==> src/rtl/fp16_pkg.sv <==
// Shared FP16 constants and the accumulator-sequencer state type.
package fp16_pkg;

  localparam int unsigned FP16_W = 16;

  localparam logic [FP16_W-1:0] FP16_ZERO = 16'h0000;
  localparam logic [FP16_W-1:0] FP16_ONE  = 16'h3C00;

  typedef enum logic [2:0] {
    ST_IDLE  = 3'd0,
    ST_ACC   = 3'd1,
    ST_BIAS  = 3'd2,
    ST_LATCH = 3'd3,
    ST_DONE  = 3'd4
  } acc_state_t;

endpackage

==> src/rtl/fp16_accum_seq.sv <==
// Sequencer that chains a stream of FP16 products through an external,
// single-cycle registered FP16 adder and returns the neuron sum.
// Optional feature macro: FP16_ACC_BIAS_EN adds the latched bias after the
// last term; without it the bias port is ignored.
module fp16_accum_seq
  import fp16_pkg::*;
#(
  parameter int unsigned LEN_W = 8
) (
  input  logic              clk,
  input  logic              rst_n,
  input  logic              start,
  input  logic [LEN_W-1:0]  len,
  input  logic [FP16_W-1:0] bias,
  input  logic              in_valid,
  output logic              in_ready,
  input  logic [FP16_W-1:0] in_data,
  output logic              add_en,
  output logic [FP16_W-1:0] add_a,
  output logic [FP16_W-1:0] add_b,
  input  logic [FP16_W-1:0] add_sum,
  output logic              out_valid,
  input  logic              out_ready,
  output logic [FP16_W-1:0] out_data,
  output logic              busy
);

  acc_state_t        state_q, state_d;
  logic [LEN_W-1:0]  len_q, len_d;
  logic [LEN_W-1:0]  cnt_q, cnt_d;
  logic              first_q, first_d;
  logic [FP16_W-1:0] out_data_q, out_data_d;
  logic              out_valid_q, out_valid_d;
  logic              accept;

`ifdef FP16_ACC_BIAS_EN
  logic [FP16_W-1:0] bias_q, bias_d;
`else
  // Bias port stays on the interface but has no load in this build.
  logic unused_bias;
  assign unused_bias = ^bias;
`endif

  // Running operand: zero for the first add of a job, else the fed-back sum.
  logic [FP16_W-1:0] acc_operand;
  assign acc_operand = first_q ? FP16_ZERO : add_sum;

  // State, job parameters and registered result.
  always_ff @(posedge clk or negedge rst_n) begin
    if (!rst_n) begin
      state_q     <= ST_IDLE;
      len_q       <= '0;
      cnt_q       <= '0;
      first_q     <= 1'b0;
      out_data_q  <= FP16_ZERO;
      out_valid_q <= 1'b0;
`ifdef FP16_ACC_BIAS_EN
      bias_q      <= FP16_ZERO;
`endif
    end else begin
      state_q     <= state_d;
      len_q       <= len_d;
      cnt_q       <= cnt_d;
      first_q     <= first_d;
      out_data_q  <= out_data_d;
      out_valid_q <= out_valid_d;
`ifdef FP16_ACC_BIAS_EN
      bias_q      <= bias_d;
`endif
    end
  end

  // Next-state, adder control and handshake outputs.
  always_comb begin
    state_d     = state_q;
    len_d       = len_q;
    cnt_d       = cnt_q;
    first_d     = first_q;
    out_data_d  = out_data_q;
    out_valid_d = out_valid_q;
`ifdef FP16_ACC_BIAS_EN
    bias_d      = bias_q;
`endif
    in_ready    = 1'b0;
    accept      = 1'b0;
    add_en      = 1'b0;
    add_a       = FP16_ZERO;
    add_b       = FP16_ZERO;

    unique case (state_q)
      ST_IDLE: begin
        if (start) begin
          len_d   = len;
          cnt_d   = '0;
          first_d = 1'b1;
`ifdef FP16_ACC_BIAS_EN
          bias_d  = bias;
`endif
          state_d = ST_ACC;
        end
      end

      ST_ACC: begin
        in_ready = (cnt_q < len_q);
        accept   = in_valid && in_ready;
        add_en   = accept;
        add_a    = acc_operand;
        add_b    = in_data;
        if (accept) begin
          cnt_d   = cnt_q + LEN_W'(1);
          first_d = 1'b0;
        end
        // Leave on the edge that takes the last term (or at once for len 0).
        if (cnt_d == len_q) begin
`ifdef FP16_ACC_BIAS_EN
          state_d = ST_BIAS;
`else
          state_d = ST_LATCH;
`endif
        end
      end

`ifdef FP16_ACC_BIAS_EN
      ST_BIAS: begin
        add_en  = 1'b1;
        add_a   = acc_operand;
        add_b   = bias_q;
        first_d = 1'b0;
        state_d = ST_LATCH;
      end
`endif

      ST_LATCH: begin
        // first_q still set means the adder was never used in this job.
        out_data_d  = first_q ? FP16_ZERO : add_sum;
        out_valid_d = 1'b1;
        state_d     = ST_DONE;
      end

      ST_DONE: begin
        if (out_ready) begin
          out_valid_d = 1'b0;
          state_d     = ST_IDLE;
        end
      end

      default: begin
        state_d = ST_IDLE;
      end
    endcase
  end

  assign out_valid = out_valid_q;
  assign out_data  = out_data_q;
  assign busy      = (state_q != ST_IDLE);

endmodule
==> config.mk <==
export PLATFORM = sky130hd
export DESIGN_NAME = fp16_accum_seq
export DESIGN_NICKNAME = d
export VERILOG_FILES = /design/src/rtl/fp16_pkg.sv /design/src/rtl/fp16_accum_seq.sv
export SDC_FILE = /design/constraint.sdc
export NUM_CORES = 1
export LEC_CHECK = 0
export CAP_MARGIN = 20
export CORE_ASPECT_RATIO = 1.25
export CORE_MARGIN = 3
export CORE_UTILIZATION = 41
export CTS_BUF_LIST = sky130_fd_sc_hd__clkbuf_8
export DETAILED_ROUTE_END_ITERATION = 8
export GPL_ROUTABILITY_DRIVEN = 0
export HOLD_SLACK_MARGIN = 0.05
export PLACE_DENSITY = 0.83
export SETUP_SLACK_MARGIN = 0.05
export SLEW_MARGIN = 5
export SYNTH_ARGS = -nofsm -noshare
export SYNTH_HDL_FRONTEND = slang
export SYNTH_SLANG_ARGS = --single-unit
==> constraint.sdc <==
create_clock -name clk -period 3.1 [get_ports clk]
set_input_delay 0.62 -clock clk [delete_from_list [all_inputs] [get_ports clk]]
set_output_delay 0.62 -clock clk [all_outputs]
set_load 0.1 [all_outputs]
# After elaboration in Yosys (flattened, before gate mapping)
# Cells that the tools add are included.
[totals]
word_cells = 44
input_bits = 61
regBits = 37
output_inout_bits = 52
[classes]
n_reduce_logical = 10
mux = 18
order_cmp = 1
n_addsub = 1
eq_ne = 8
[ops]
columns = ["cell", "n"]
rows = [
  ["16-bit 2-to-1 mux", 3],
  ["8-bit 2-to-1 mux", 3],
  ["8-bit one-hot mux with 2 select lines", 1],
  ["3-bit one-hot mux with 4 select lines", 1],
  ["3-bit 2-to-1 mux", 3],
  ["8-bit by 1-bit adder with 8-bit output, second input constant", 1],
  ["8-bit equality test", 1],
  ["8-bit < comparator", 1],
  ["2-bit inequality test, second input constant", 4],
  ["2-bit AND reduction", 3],
  ["3-bit AND reduction", 2],
  ["1-bit 2-to-1 mux", 5],
  ["1-bit one-hot mux with 2 select lines", 2],
  ["2-bit nonzero test", 2],
  ["3-bit by 1-bit equality test with 1-bit output, second input constant", 1],
  ["3-bit by 2-bit equality test with 1-bit output, second input constant", 1],
  ["3-bit equality test, second input constant", 1],
  ["3-bit logical NOT", 1],
  ["3-bit nonzero test", 1],
  ["1-bit logical AND", 1],
]

# Logic depth before layout (Yosys ltp)
# Gate-level depths: netlist of the first run.
[depth]
depth_word = 7
depth_mapped = 9
depth_no_buf = 8

# Worst setup path after synthesis of the first run
# No wires, ideal clock.
[synth_path]
path_type = "reg-to-output"
startpoint = "register len_q[4]"
endpoint = "output port in_ready"
path_stages_with_launch = 6
path_slack_ns = -1.180
path_buffers = 0
t_arrival_ns = 3.660
required_time_ns = 2.480
path_cell_list = "dfrtp_1 -> inv_1 -> ha_1 -> and4_4 -> a221o_1 -> a311oi_1"
[synth_via]
elab_chain_len = 2
[synth_lines]
columns = ["element", "line", "source"]
rows = [
  ["start: declaration", "fp16_accum_seq.sv:29", "logic [LEN_W-1:0] len_q, len_d;"],
  ["start signal: assignment", "fp16_accum_seq.sv:62", "len_q <= len_d;"],
  ["8-bit < comparator", "fp16_accum_seq.sv:104", "in_ready = (cnt_q < len_q);"],
  ["1-bit 2-to-1 mux", "fp16_accum_seq.sv:90", "unique case (state_q)"],
  ["end: declaration", "fp16_accum_seq.sv:16", "output logic in_ready,"],
]
# Every way passes these cells.

# Worst setup path in the final report of the first run
[layout_path]
startpoint = "register len_q[5]"
endpoint = "output port add_en"
[layout_via]
elab_chain_len = 3
[layout_lines]
columns = ["element", "line", "source"]
rows = [
  ["8-bit < comparator", "fp16_accum_seq.sv:104", ""],
  ["1-bit logical AND", "fp16_accum_seq.sv:105", "accept = in_valid && in_ready;"],
  ["1-bit 2-to-1 mux", "fp16_accum_seq.sv:90", ""],
  ["end: declaration", "fp16_accum_seq.sv:18", "output logic add_en,"],
]
# Every way passes these cells.

==> flow_summary.ini, run 1 <==
[status]
status = complete, no violations

[synth]
yosysWarnings = 0
yosysSeqAreaShare = 0.420
ys_types = 41
synthFlopType = dfrtp_1
synth_top_area_frac = 0.420
synth_area_leader_cell = dfrtp_1
synth_seq_cells = 37
synthTopCellsByArea = dfrtp_1 (42%), o21ai_0 (7.3%), nand2b_1 (5.4%), nand2_1 (5.3%), and2_1 (5.1%)
synth_edf_count = 0
syn-instance-count = 258
netlist_area_sq_um = 2200
synth_nets = 327
async_flop_share = 1.00
avgSynthCellArea_sq_um = 8.54

[worst_setup_path]
critPathBufInv = 3
max_stage_delay_ns = 0.40
cp_top_family = compound AO/OA/AOI/OAI gates
crit_type = reg2out
cp_max_fo = 4
worstPathArrival_ns = 2.40
endpoint_kind = output pin
slowest_stage = dfrtp_1
worstPathCellList = inv_1 -> ha_4 -> and4_4 -> a221o_1 -> a311oi_2 -> nand2_2 -> clkinvlp_4 -> buf_12
critPathLaunchType = register
required_ns = 2.48

[drt]
vias_per_cell = 5.36
drc = 0
detail_route.wl_per_cell_um = 15.1
firstDrtPassIters = 4
postRouteAntennaNets = 0
wl_mm = 6.43
first_iter_violations = 153
vias = 2285

[cells_and_area]
seq_area_sq_um = 928
areaGrowthSynthToFinish_pct = 69.5
n_fill_cell = 355
antenna_cells = 0
drive_gt1_frac = 0.245
multiInputGateArea_sq_um = 1210
nets = 432

[sta]
fin_crit_ns = 3.02
drv_slew = 0
fin_crit_sh = 0.973
rsz0062_at_grt = false
fin_worst_skew_ns = 0.00397
hold_violations = 0
worst_slew_pin_slew_ns = 0.889
fin_setup_tns_ns = 0
setup_viol = 0
slew_headroom = 0.406
max_clock_freq_ghz = 0.332

[floorplanning]
core_sq_um = 5150
start_util = 0.427
num_rows = 29
die_w_um = 71.6
ios = 113
die_h_um = 87.9
design.die.area_sq_um = 6290

[run]
maxCapViolCount = 0

[clock_tree]
clock-sinks = 37
cts.path.max_buffers = 2
cts_tree = done
cts_buffers = 5
path_clk_slew_ns = 0.08
ctsRootBufferMaster = clkbuf_8
hold_buffers = 0
htreeDepth = 2
clk_latency_ns = 0.30

[placement]
hpwl_mm = 4.77
portBuffers = 96

[hold_path]
hold_path_class = reg2reg

[global_route]
grt_overflow_total = 0
grt_pass1_vias = 2088
grtUsageTotal = 0.194
grt_pass1_wl_mm = 9.72
grt_max_degree = 38
antenna_found_initial = 0
## state kept, by name, indices dropped and copies added, names as in the netlist
| signal | count |
|---|---|
| cnt_q | 8 |
| state_q | 3 |
| out_data | 16 |
| out_valid | 1 |
| len_q | 8 |
| first_q | 1 |
## worst min-delay path: stages (launching register included)
cell     delay, ns
dfrtp_1       0.35
nand2_1       0.05
o21ai_0       0.06
## cell usage in the layout (no fill, tap or decap), types with 2 or more instances in the layout
cell type and instances:
clkdlybuf4s50_1 44, dfrtp_1 35, buf_12 34, buf_4 34, o21ai_0 32, nand2_1 30, nor2_1 28, nand2b_1 19
and2_1 18, inv_1 13, a21oi_1 9, ha_1 6, nand3_1 5, xnor2_1 5, clkbuf_8 5, nor2b_1 3
mux2i_1 3, o31ai_1 3, a21o_1 2, a311oi_2 2, and3_1 2, nand4_1 2, o221ai_1 2, a41oi_1 2
ha_4 2, clkinv_2 2, dfrtp_2 2
## final timing paths
| kind | start | to | slack (ns) | cells after the start |
|---|---|---|---|---|
| setup / recovery | len_q[5] | add_en | 0.08 | 8 |
| hold reg to reg | out_data[5] | out_data[5] | 0.49 | 2 |
| min in group asynchronous | rst_n | cnt_q[7] | 0.74 | 2 |
| setup reg to reg | cnt_q[2] | state_q[1] | 0.26 | 9 |
| hold / removal | out_data[5] | out_data[5] | 0.49 | 2 |
| max in group asynchronous | rst_n | cnt_q[4] | 2.00 | 2 |
## Yosys cell counts, drive strengths merged, types with 2 or more instances
| library cell | count |
|---|---|
| dfrtp | 37 |
| o21ai | 33 |
| nand2 | 31 |
| nor2 | 28 |
| nand2b | 19 |
| and2 | 18 |
| inv | 13 |
| clkbuf | 12 |
| a21oi | 9 |
| ha | 8 |
| nand3 | 5 |
| xnor2 | 5 |
| a311oi | 3 |
| mux2i | 3 |
| nor2b | 3 |
| o31ai | 3 |
| a2111oi | 2 |
| a21o | 2 |
| a41oi | 2 |
| and3 | 2 |
| and4 | 2 |
| buf | 2 |
| nand4 | 2 |
| nor4b | 2 |
| o221ai | 2 |
## layer usage
layer	GRT usage	wire, um	vias up
li1	-	-	1088
met1	0.222	2470	1054
met2	0.350	3260	133
met3	0.0494	581	10
met4	0.0667	116	0
met5	0	0	-
## through the flow
| stage | area (sq um) | setup WS (ns) | util | hold WS [ns] | instances |
|---|---|---|---|---|---|
| 2_1_floorplan | 2220 | 0.0305 | - | 0.324 | 258 |
| 3_3_place_gp | 3540 | 0.316 | 0.688 | 0.465 | 408 |
| 3_5_place_dp | 3540 | 0.265 | 0.688 | 0.480 | 408 |
| 4_1_cts | 3650 | 0.0600 | 0.708 | 0.497 | 418 |
| 5_1_grt | 3730 | 0.0360 | 0.724 | 0.516 | 426 |
| 6_report | 3730 | 0.0847 | 0.724 | 0.489 | 426 |
## area by class of cell
type / count / area share
sequential: 37 / 0.249
multi-input combinational: 194 / 0.326
inverter: 13 / 0.0141
clock buffer: 5 / 0.0184
tap: 62 / 0.0208
timing repair buffer: 112 / 0.369
clock inverter: 3 / 0.00369
## kinds of logic (layout without fill, tap and decap cells)
kind of cell / count (synthesis) / in the layout / share of synthesized area
simple gates: 115 / 115 / 0.268
compound gates: 61 / 61 / 0.176
flops: 37 / 37 / 0.420
buf+inv: 27 / 133 / 0.0483
fa+ha+maj: 8 / 8 / 0.0455
xor+xnor: 6 / 6 / 0.0239
mux: 4 / 4 / 0.0188
## what timing repair did
item	in CTS	in global routing
setup endpoints to repair	1	1
setup buffers	2	8
resized for setup	2	3
pin swaps	1	4
Power of run 1 is not shown: default switching activity piles up to over one toggle a cycle in this logic, so the estimate is an artifact.
==> run 2: changes to the inputs <==
- CORE_ASPECT_RATIO: 1.25 -> 1.5
==> flow_summary.ini, run 2 (synthesized netlist as in run 1, its figures left out) <==
[status]
status = complete, no violations

[drt]
postRouteAntennaNets = 0
wl_mm = 6.56
firstDrtPassIters = 4
first_iter_violations = 118
drc = 0
vias_per_cell = 5.35
detail_route.wl_per_cell_um = 15.1
vias = 2318

[cells_and_area]
mostFrequentLayoutCells = clkdlybuf4s50_1 (44), buf_4 (44), dfrtp_1 (36)
drive_gt1_frac = 0.249
antenna_cells = 0
largest_reg_flops = 16
fin_cells = 433
areaGrowthSynthToFinish_pct = 65.3
nets = 433

[global_route]
antenna_found_initial = 0
grt_pass1_vias = 2345
grtUsageTotal = 0.217
grt_overflow_total = 0
grt_pass1_wl_mm = 10.7
grt_max_degree = 38

[clock_tree]
htreeDepth = 2
path_clk_slew_ns = 0.08
cts_tree = done
clock-sinks = 37
cts.path.max_buffers = 2
ctsRootBufferMaster = clkbuf_8
cts_buffers = 5
clk_latency_ns = 0.29

[worst_setup_path]
critPathLaunchType = register
r2r_setup_slack_ns = 0.33
worstSetupPathDepth = 8
critPathBufInv = 3
rr_endpoint = state_q[1]
worstPathCellList = inv_1 -> ha_1 -> and4_4 -> a221o_1 -> a311oi_2 -> nand2_2 -> clkinvlp_4 -> buf_12
crit_type = reg2out
cp_top_family = compound AO/OA/AOI/OAI gates
endpoint_kind = output pin
slowest_stage = a221o_1
required_ns = 2.48
reg2reg_depth = 9
max_stage_delay_ns = 0.39
reg2reg_from = len_q[4]
cp_max_fo = 3
worstSetupStartpoint = len_q[4]
crit_end = add_en
worstPathArrival_ns = 2.37

[floorplanning]
design.die.area_sq_um = 6300
die_h_um = 95.8
start_util = 0.426
die_w_um = 65.8
num_rows = 32
ios = 113
core_sq_um = 5160

[run]
maxCapViolCount = 0

[placement]
hpwl_mm = 4.84
portBuffers = 96
dp.cells = 416
dp_worst_setup_slack_ns = 0.218

[hold_path]
hold_path_class = reg2reg

[sta]
fin_crit_sh = 0.966
max_clock_freq_ghz = 0.334
setup_ws_ns = 0.106
worst_slew_pin_slew_ns = 0.832
drv_slew = 0
hold_violations = 0
fin_crit_ns = 2.99
fin_setup_tns_ns = 0
slew_headroom = 0.444
setup_viol = 0
rsz0062_at_grt = false
fin_worst_skew_ns = 0.00671
-- run 2: changes by cell type in the layout (fill, tap and decap cells not counted), sizes merged --
cell      previous run  this run
buf                 68        69
clkinvlp             1         2
clkinv               2         1
-- run 2: layout make-up --
cell class                      count  area, sq um
Fill cell                         396         1520
Timing Repair Buffer              113         1270
Multi-Input combinational cell    194         1210
Sequential cell                    37          927
Tap cell                           68         85.1
Clock buffer                        5         68.8
Inverter                           13         52.6
Clock inverter                      3         21.3
-- run 2: metrics by stage --
step           hold slack [ns]   util  cell area (sq um)
2_1_floorplan            0.324      -               2220
3_3_place_gp             0.465  0.669               3450
3_5_place_dp             0.474  0.669               3450
4_1_cts                  0.493  0.690               3560
5_1_grt                  0.515  0.705               3640
6_report                 0.490  0.705               3640
-- run 2: how the worst min path moves through the flow --
| stage | start | cells after the start | end | slack (ns) |
|---|---|---|---|---|
| 2_1_floorplan | rst_n | 0 | cnt_q[0] | 0.32 |
| 3_3_place_gp | out_data[15] | 2 | out_data[15] | 0.46 |
| 3_5_place_dp | out_data[14] | 2 | out_data[14] | 0.47 |
| 4_1_cts | out_data[14] | 2 | out_data[14] | 0.49 |
| 5_1_grt | out_data[7] | 2 | out_data[7] | 0.52 |
| 6_report | out_data[15] | 2 | out_data[15] | 0.49 |
-- run 2: timing repair --
action | CTS | global route
gates cloned | 0 | 0
setup endpoints to repair | 1 | 1
pin swaps | 2 | 5
hold buffers | 0 | 0
buffers inserted | 2 | 7
resized for setup | 1 | 4
-- run 2: per-layer routing --
metal	global-route usage	share of wire	wire length, um
met1	0.234	0.35	2290
met3	0.0491	0.095	626
met5	0	0	0
met4	0.0865	0.040	259
met2	0.403	0.52	3380
-- run 2: worst reg2reg max path, delay by kind of cell (launching register included) --
family                   cells  cell delay [ns]
buffers and inverters        2             0.33
flip-flops                   1             0.37
AND/OR/NAND/NOR              3             0.86
AO/OA/AOI/OAI                3             0.82
adder cells (fa/ha/maj)      1             0.30
Power of run 2 is left out for the same reason.
==> run 3: changes to the inputs <==
- ABC_CLOCK_PERIOD_IN_PS: not set -> 3100
==> results of run 3 <==
No change in the layout: final DEF, timing and power equal those of run 2.
Power of run 3 is left out for the same reason.
